## config.mk

```make
export PLATFORM = sky130hd
export DESIGN_NAME = fir_filter_mac
export DESIGN_NICKNAME = d
export VERILOG_FILES = /design/src/rtl/fir_pkg.sv /design/src/rtl/fir_round_sat.sv /design/src/rtl/fir_filter_mac.sv
export SDC_FILE = /design/constraint.sdc
export NUM_CORES = 1
export LEC_CHECK = 0
export ABC_AREA = 1
export ABC_CLOCK_PERIOD_IN_PS = 8400
export CAP_MARGIN = 40
export CELL_PAD_IN_SITES_DETAIL_PLACEMENT = 1
export CELL_PAD_IN_SITES_GLOBAL_PLACEMENT = 1
export CORE_MARGIN = 10
export CORE_UTILIZATION = 32
export CTS_BUF_LIST = sky130_fd_sc_hd__clkbuf_4
export CTS_CLUSTER_DIAMETER = 200
export DETAILED_ROUTE_END_ITERATION = 6
export HOLD_SLACK_MARGIN = 0.06
export PLACE_DENSITY_LB_ADDON = 0.1
export SETUP_SLACK_MARGIN = 0.2
export SLEW_MARGIN = 30
export SYNTH_ARGS = -nofsm -noshare
export SYNTH_HDL_FRONTEND = slang
export SYNTH_SLANG_ARGS = --single-unit
```

## constraint.sdc

```tcl
create_clock -name clk -period 8.4 [get_ports clk]
set_input_delay 2.1 -clock clk [delete_from_list [all_inputs] [get_ports clk]]
set_output_delay 2.1 -clock clk [all_outputs]
set_load 0.03 [all_outputs]
```

## src/rtl/fir_pkg.sv

```systemverilog
// Shared state encodings and width helpers for the time-multiplexed FIR filter.
package fir_pkg;

    localparam logic [1:0] ST_IDLE = 2'd0;
    localparam logic [1:0] ST_MAC  = 2'd1;
    localparam logic [1:0] ST_OUT  = 2'd2;

    function automatic int fir_clog2(input int value);
        int result;
        int span;
        result = 0;
        span   = 1;
        while (span < value) begin
            span   = span * 2;
            result = result + 1;
        end
        return result;
    endfunction

    // Full-precision accumulator width: NTAPS products never overflow it.
    function automatic int acc_width(input int dw, input int cw, input int ntaps);
        return dw + cw + fir_clog2(ntaps);
    endfunction

endpackage

```

## src/rtl/fir_round_sat.sv

```systemverilog
// Combinational round-half-up by SHIFT followed by saturation to DW signed bits.
module fir_round_sat #(
    parameter int AW    = 35,
    parameter int DW    = 16,
    parameter int SHIFT = 15
) (
    input  logic signed [AW-1:0] acc_in,
    output logic signed [DW-1:0] y_sat
);

    // One guard bit so the rounding bias cannot wrap the accumulator.
    localparam int EW = AW + 1;
    localparam logic signed [EW-1:0] MAX_V = {{(EW-DW+1){1'b0}}, {(DW-1){1'b1}}};
    localparam logic signed [EW-1:0] MIN_V = {{(EW-DW+1){1'b1}}, {(DW-1){1'b0}}};

    logic signed [EW-1:0] ext_w;
    logic signed [EW-1:0] rounded_w;
    logic signed [EW-1:0] shifted_w;

    assign ext_w = {acc_in[AW-1], acc_in};

    generate
        if (SHIFT > 0) begin : g_round
            localparam logic [EW-1:0] BIAS = EW'(1) << (SHIFT - 1);
            assign rounded_w = ext_w + $signed(BIAS);
        end else begin : g_no_round
            assign rounded_w = ext_w;
        end
    endgenerate

    assign shifted_w = rounded_w >>> SHIFT;

    always_comb begin
        y_sat = shifted_w[DW-1:0];
        if (shifted_w > MAX_V) begin
            y_sat = MAX_V[DW-1:0];
        end else if (shifted_w < MIN_V) begin
            y_sat = MIN_V[DW-1:0];
        end
    end

endmodule

```

## src/rtl/fir_filter_mac.sv

```systemverilog
// Time-multiplexed FIR filter: one shared MAC walks NTAPS taps per sample,
// runtime-loadable coefficients, valid/ready on both sides, rounded/saturated output.
module fir_filter_mac
    import fir_pkg::*;
#(
    parameter int DW    = 16,
    parameter int CW    = 16,
    parameter int NTAPS = 8,
    parameter int SHIFT = 15
) (
    input  logic                           clk,
    input  logic                           rst_n,
    input  logic                           clr,
    input  logic                           in_valid,
    output logic                           in_ready,
    input  logic signed [DW-1:0]           x_in,
    output logic                           out_valid,
    input  logic                           out_ready,
    output logic signed [DW-1:0]           y_out,
    input  logic                           coef_we,
    input  logic [fir_clog2(NTAPS)-1:0]    coef_addr,
    input  logic signed [CW-1:0]           coef_data,
    output logic                           coef_err
);

    localparam int AW = acc_width(DW, CW, NTAPS);
    localparam int KW = fir_clog2(NTAPS);
    localparam bit FULL_RANGE = ((1 << KW) == NTAPS);

    logic [1:0]             state_reg;
    logic [KW-1:0]          k_reg;
    logic signed [DW-1:0]   dly_reg  [NTAPS];
    logic signed [CW-1:0]   coef_reg [NTAPS];
    logic signed [AW-1:0]   acc_reg;
    logic signed [DW-1:0]   y_reg;
    logic                   out_valid_reg;
    logic                   coef_err_reg;

    logic signed [AW-1:0]   coef_ext;
    logic signed [AW-1:0]   dly_ext;
    logic signed [AW-1:0]   prod_w;
    logic signed [DW-1:0]   y_next;
    logic                   addr_ok;

    // Tap index doubles as the MAC counter: coef[k] pairs with the k-th newest sample.
    assign coef_ext = {{(AW-CW){coef_reg[k_reg][CW-1]}}, coef_reg[k_reg]};
    assign dly_ext  = {{(AW-DW){dly_reg[k_reg][DW-1]}}, dly_reg[k_reg]};
    assign prod_w   = coef_ext * dly_ext;

    generate
        if (FULL_RANGE) begin : g_addr_full
            assign addr_ok = 1'b1;
        end else begin : g_addr_part
            assign addr_ok = (int'(coef_addr) < NTAPS);
        end
    endgenerate

    fir_round_sat #(
        .AW    (AW),
        .DW    (DW),
        .SHIFT (SHIFT)
    ) u_round_sat (
        .acc_in (acc_reg),
        .y_sat  (y_next)
    );

    always_ff @(posedge clk or negedge rst_n) begin
        if (!rst_n) begin
            state_reg     <= ST_IDLE;
            k_reg         <= '0;
            acc_reg       <= '0;
            y_reg         <= '0;
            out_valid_reg <= 1'b0;
            coef_err_reg  <= 1'b0;
            for (int i = 0; i < NTAPS; i++) begin
                dly_reg[i]  <= '0;
                coef_reg[i] <= '0;
            end
        end else begin
            coef_err_reg <= 1'b0;
            if (clr) begin
                // Flush keeps the coefficient bank; any write in this cycle is ignored.
                state_reg     <= ST_IDLE;
                k_reg         <= '0;
                acc_reg       <= '0;
                out_valid_reg <= 1'b0;
                for (int i = 0; i < NTAPS; i++) begin
                    dly_reg[i] <= '0;
                end
            end else begin
                if (coef_we) begin
                    if (state_reg == ST_IDLE && addr_ok) begin
                        coef_reg[coef_addr] <= coef_data;
                    end else begin
                        coef_err_reg <= 1'b1;
                    end
                end
                case (state_reg)
                    ST_IDLE: begin
                        if (in_valid) begin
                            dly_reg[0] <= x_in;
                            for (int i = 1; i < NTAPS; i++) begin
                                dly_reg[i] <= dly_reg[i-1];
                            end
                            acc_reg   <= '0;
                            k_reg     <= '0;
                            state_reg <= ST_MAC;
                        end
                    end
                    ST_MAC: begin
                        acc_reg <= acc_reg + prod_w;
                        k_reg   <= k_reg + 1'b1;
                        if (k_reg == KW'(NTAPS - 1)) begin
                            state_reg <= ST_OUT;
                        end
                    end
                    ST_OUT: begin
                        // First OUT cycle registers the result; it then holds until taken.
                        if (!out_valid_reg) begin
                            y_reg         <= y_next;
                            out_valid_reg <= 1'b1;
                        end else if (out_ready) begin
                            out_valid_reg <= 1'b0;
                            state_reg     <= ST_IDLE;
                        end
                    end
                    default: begin
                        state_reg <= ST_IDLE;
                    end
                endcase
            end
        end
    end

    assign in_ready  = (state_reg == ST_IDLE);
    assign out_valid = out_valid_reg;
    assign y_out     = y_reg;
    assign coef_err  = coef_err_reg;

endmodule

```

==> impl_metrics.toml, run 1 <==
[setup_path]
arrival_ps = 8630
crit_path_end = "acc_reg[25]$_DFFE_PN0P_"
cp-end-kind = "flip-flop"
reg2regPathDepth = 26
r2r_end = "acc_reg[25]$_DFFE_PN0P_"
critPathMaxFanout = 66
required_ps = 9190
slowest_stage = "fa_1"
r2r_start = "k_reg[0]$_DFFE_PN0P_"
crit_top_cell = "fa_1"
critPathMaxStageDelay_ps = 910
cp-startpoint = "k_reg[0]$_DFFE_PN0P_"
reg2reg_slack_ps = 570
start_kind = "flip-flop"
crit_type = "flip-flop to flip-flop"

[floorplanning]
dieHeight_microns = 308
die_x_microns = 308
io_pins = 60
std_cell_rows = 105
die-area_sq_um = 94900
core_region_area_sq_um = 82100
initial_core_util_pct = 32.3

[sta]
skew_ps = 41.2
rsz0062_at_grt = "true"
slew_violations = 0
clock.fmax_mhz = 128
max_slew_margin_pct = 45.5
hold_viol_final = 0
fin_crit_sh_pct = 93.3
fin_crit_ps = 7830
setup-violations-final = 0
tns_ps = 0
worst_pin_slew_ps = 817

[detailed_routing]
antenna_left = 0
wl_per_cell_microns = 20.0
dr.pass1.iters = 5
remaining_drc_errors = 0
drt-initial-drc-count = 1029
totalWireLength_mm = 89.0
vias = 22100
routed_via_density = 4.98

[yosys]
ys.flop_type = "dfrtp_1"
ys_types = 45
syn_nets = 3707
synth_area_sq_um = 26500
syn_area_per_cell_sq_um = 8.17
ys_warn_count = 0
syn_inst = 3249
seq_area_frac_synth_pct = 29.6
async_flop_share_pct = 100
synth_edf_count = 0
ys_seq_elements = 314

[finish]
layout_common_cells = "613 x nand2_1, 556 x inv_1, 368 x o21ai_0"
finalCoreUtilization_pct = 36.1
drive_above_1_share_pct = 8.41
layout.nets = 3774
syn2layout_area_growth_pct = 11.7
layout_commonest_cell = "nand2_1"

[placement]
port_buffers = 59
globalplace.congestion = 0.863
hpwl_mm = 64.7

[cts]
cts_tree = "yes"
cts_num_sinks = 314
clk_path_buf_depth = 3
numCtsBuffers = 100
clkSlewWorstSetupHoldPaths_ps = 70
htreeDepth = 3
cts_hold_buf = 0
cts_root_buf = "clkbuf_4"
worst_skew_pair.late_latency_ps = 920

[grt]
gr-total-overflow = 0
antenna_found_initial = 1
grt_pass1_vias = 24800
grt_pass1_wl_mm = 143
grt_use_total_pct = 19.2
grt_max_degree = 132

[job]
maxCapViolCount = 0

[worst_hold_path]
hold_class = "flip-flop to flip-flop"
whs_path_depth = 2

[status]
run_status = "finished, final reports clean"
[metrics by stage]
stage	std cells	instance area [sq um]	hold slack, ps	setup slack [ps]
floorplan	3249	26500	448	1890
global placement	4276	28300	462	467
detailed placement	4280	28400	466	393
CTS	4442	29500	483	346
global route	4447	29700	509	168
finish	4448	29700	480	567
[synthesized netlist by cell type (8+ instances only)]
master    number  area (sq um)
nand2_1      616          2310
inv_1        557          2090
o21ai_0      368          1840
dfrtp_1      314          7860
fa_1         310          6210
nor2_1       281          1050
nand3_1      175           876
a21oi_1      111           556
ha_1         107          1340
clkbuf_1      84           315
o21ai_1       47           235
buf_2         43           215
o22ai_1       34           213
o31ai_1       32           240
inv_2         19          71.3
buf_1         15          56.3
nand2_2       15          93.8
nand4_1       15          93.8
xor2_1        15           131
o21ai_2       14           123
buf_4          8          60.1
[area by class of cell]
type	count	area [sq um]
repair buffers	118	1220
multi-input cells	2204	15900
flip-flops and latches	314	7860
well taps	1070	1340
fillers	9794	52400
inverters	578	2180
clock inverters	19	96.3
diodes	2	5.00
clock buffers	143	1070
[how the worst min path moves through the flow]
stage                                      endpoint                 startpoint  slack (ps)
after floorplan            coef_reg[15]$_DFFE_PN0P_   coef_reg[15]$_DFFE_PN0P_         450
after global placement     coef_reg[24]$_DFFE_PN0P_   coef_reg[24]$_DFFE_PN0P_         460
after detailed placement       y_out[2]$_DFFE_PN0P_       y_out[2]$_DFFE_PN0P_         470
after CTS                  coef_reg[87]$_DFFE_PN0P_   coef_reg[87]$_DFFE_PN0P_         480
after global routing      coef_reg[108]$_DFFE_PN0P_  coef_reg[108]$_DFFE_PN0P_         510
final                          y_out[9]$_DFFE_PN0P_       y_out[9]$_DFFE_PN0P_         480
[critical path, delay by kind of cell, from the launching register on]
kind	cells	cell delay, ps
flops	1	560
fa+ha+maj	7	3950
compound gates	5	1160
buf+inv	6	660
simple gates	8	1330
[kinds of logic (layout without fill, tap and decap cells)]
family	count (synthesis)	in the layout	synth area share, %
DFF	314	314	29.6
and+or+nand+nor	1128	1128	17.5
other	0	2	0
adders and majority gates	417	417	28.4
AOI/OAI and AO/OA	637	637	13.0
buffers and inverters	731	858	10.8
xor gates and xnor gates	22	22	0.726
[what timing repair did]
action | in CTS | in global routing
endpoints found under the setup margin | 0 | 12
hold endpoints to repair | 0 | 0
buffers inserted | 0 | 0
gates resized for setup | 0 | 9
[metal layers]
layer  GRT usage [%]  vias up  wire length (microns)
li1                -    10300                      -
met1            25.7    11300                  41400
met2            31.4      371                  41600
met3            3.28      133                   3660
met4            6.12        0                   2350
met5               0        -                      0
Power of run 1 is left out: the tool's default activity adds up to more than one toggle a clock period on the data nets, which glitch-free logic cannot reach.
==> inputs of run 2 (changes only) <==
GPL_TIMING_DRIVEN = 1   (was not set)
==> results of run 2 <==
The final DEF is identical to that of run 1; final timing and power are the same.
Power of run 2 is left out for the same reason.
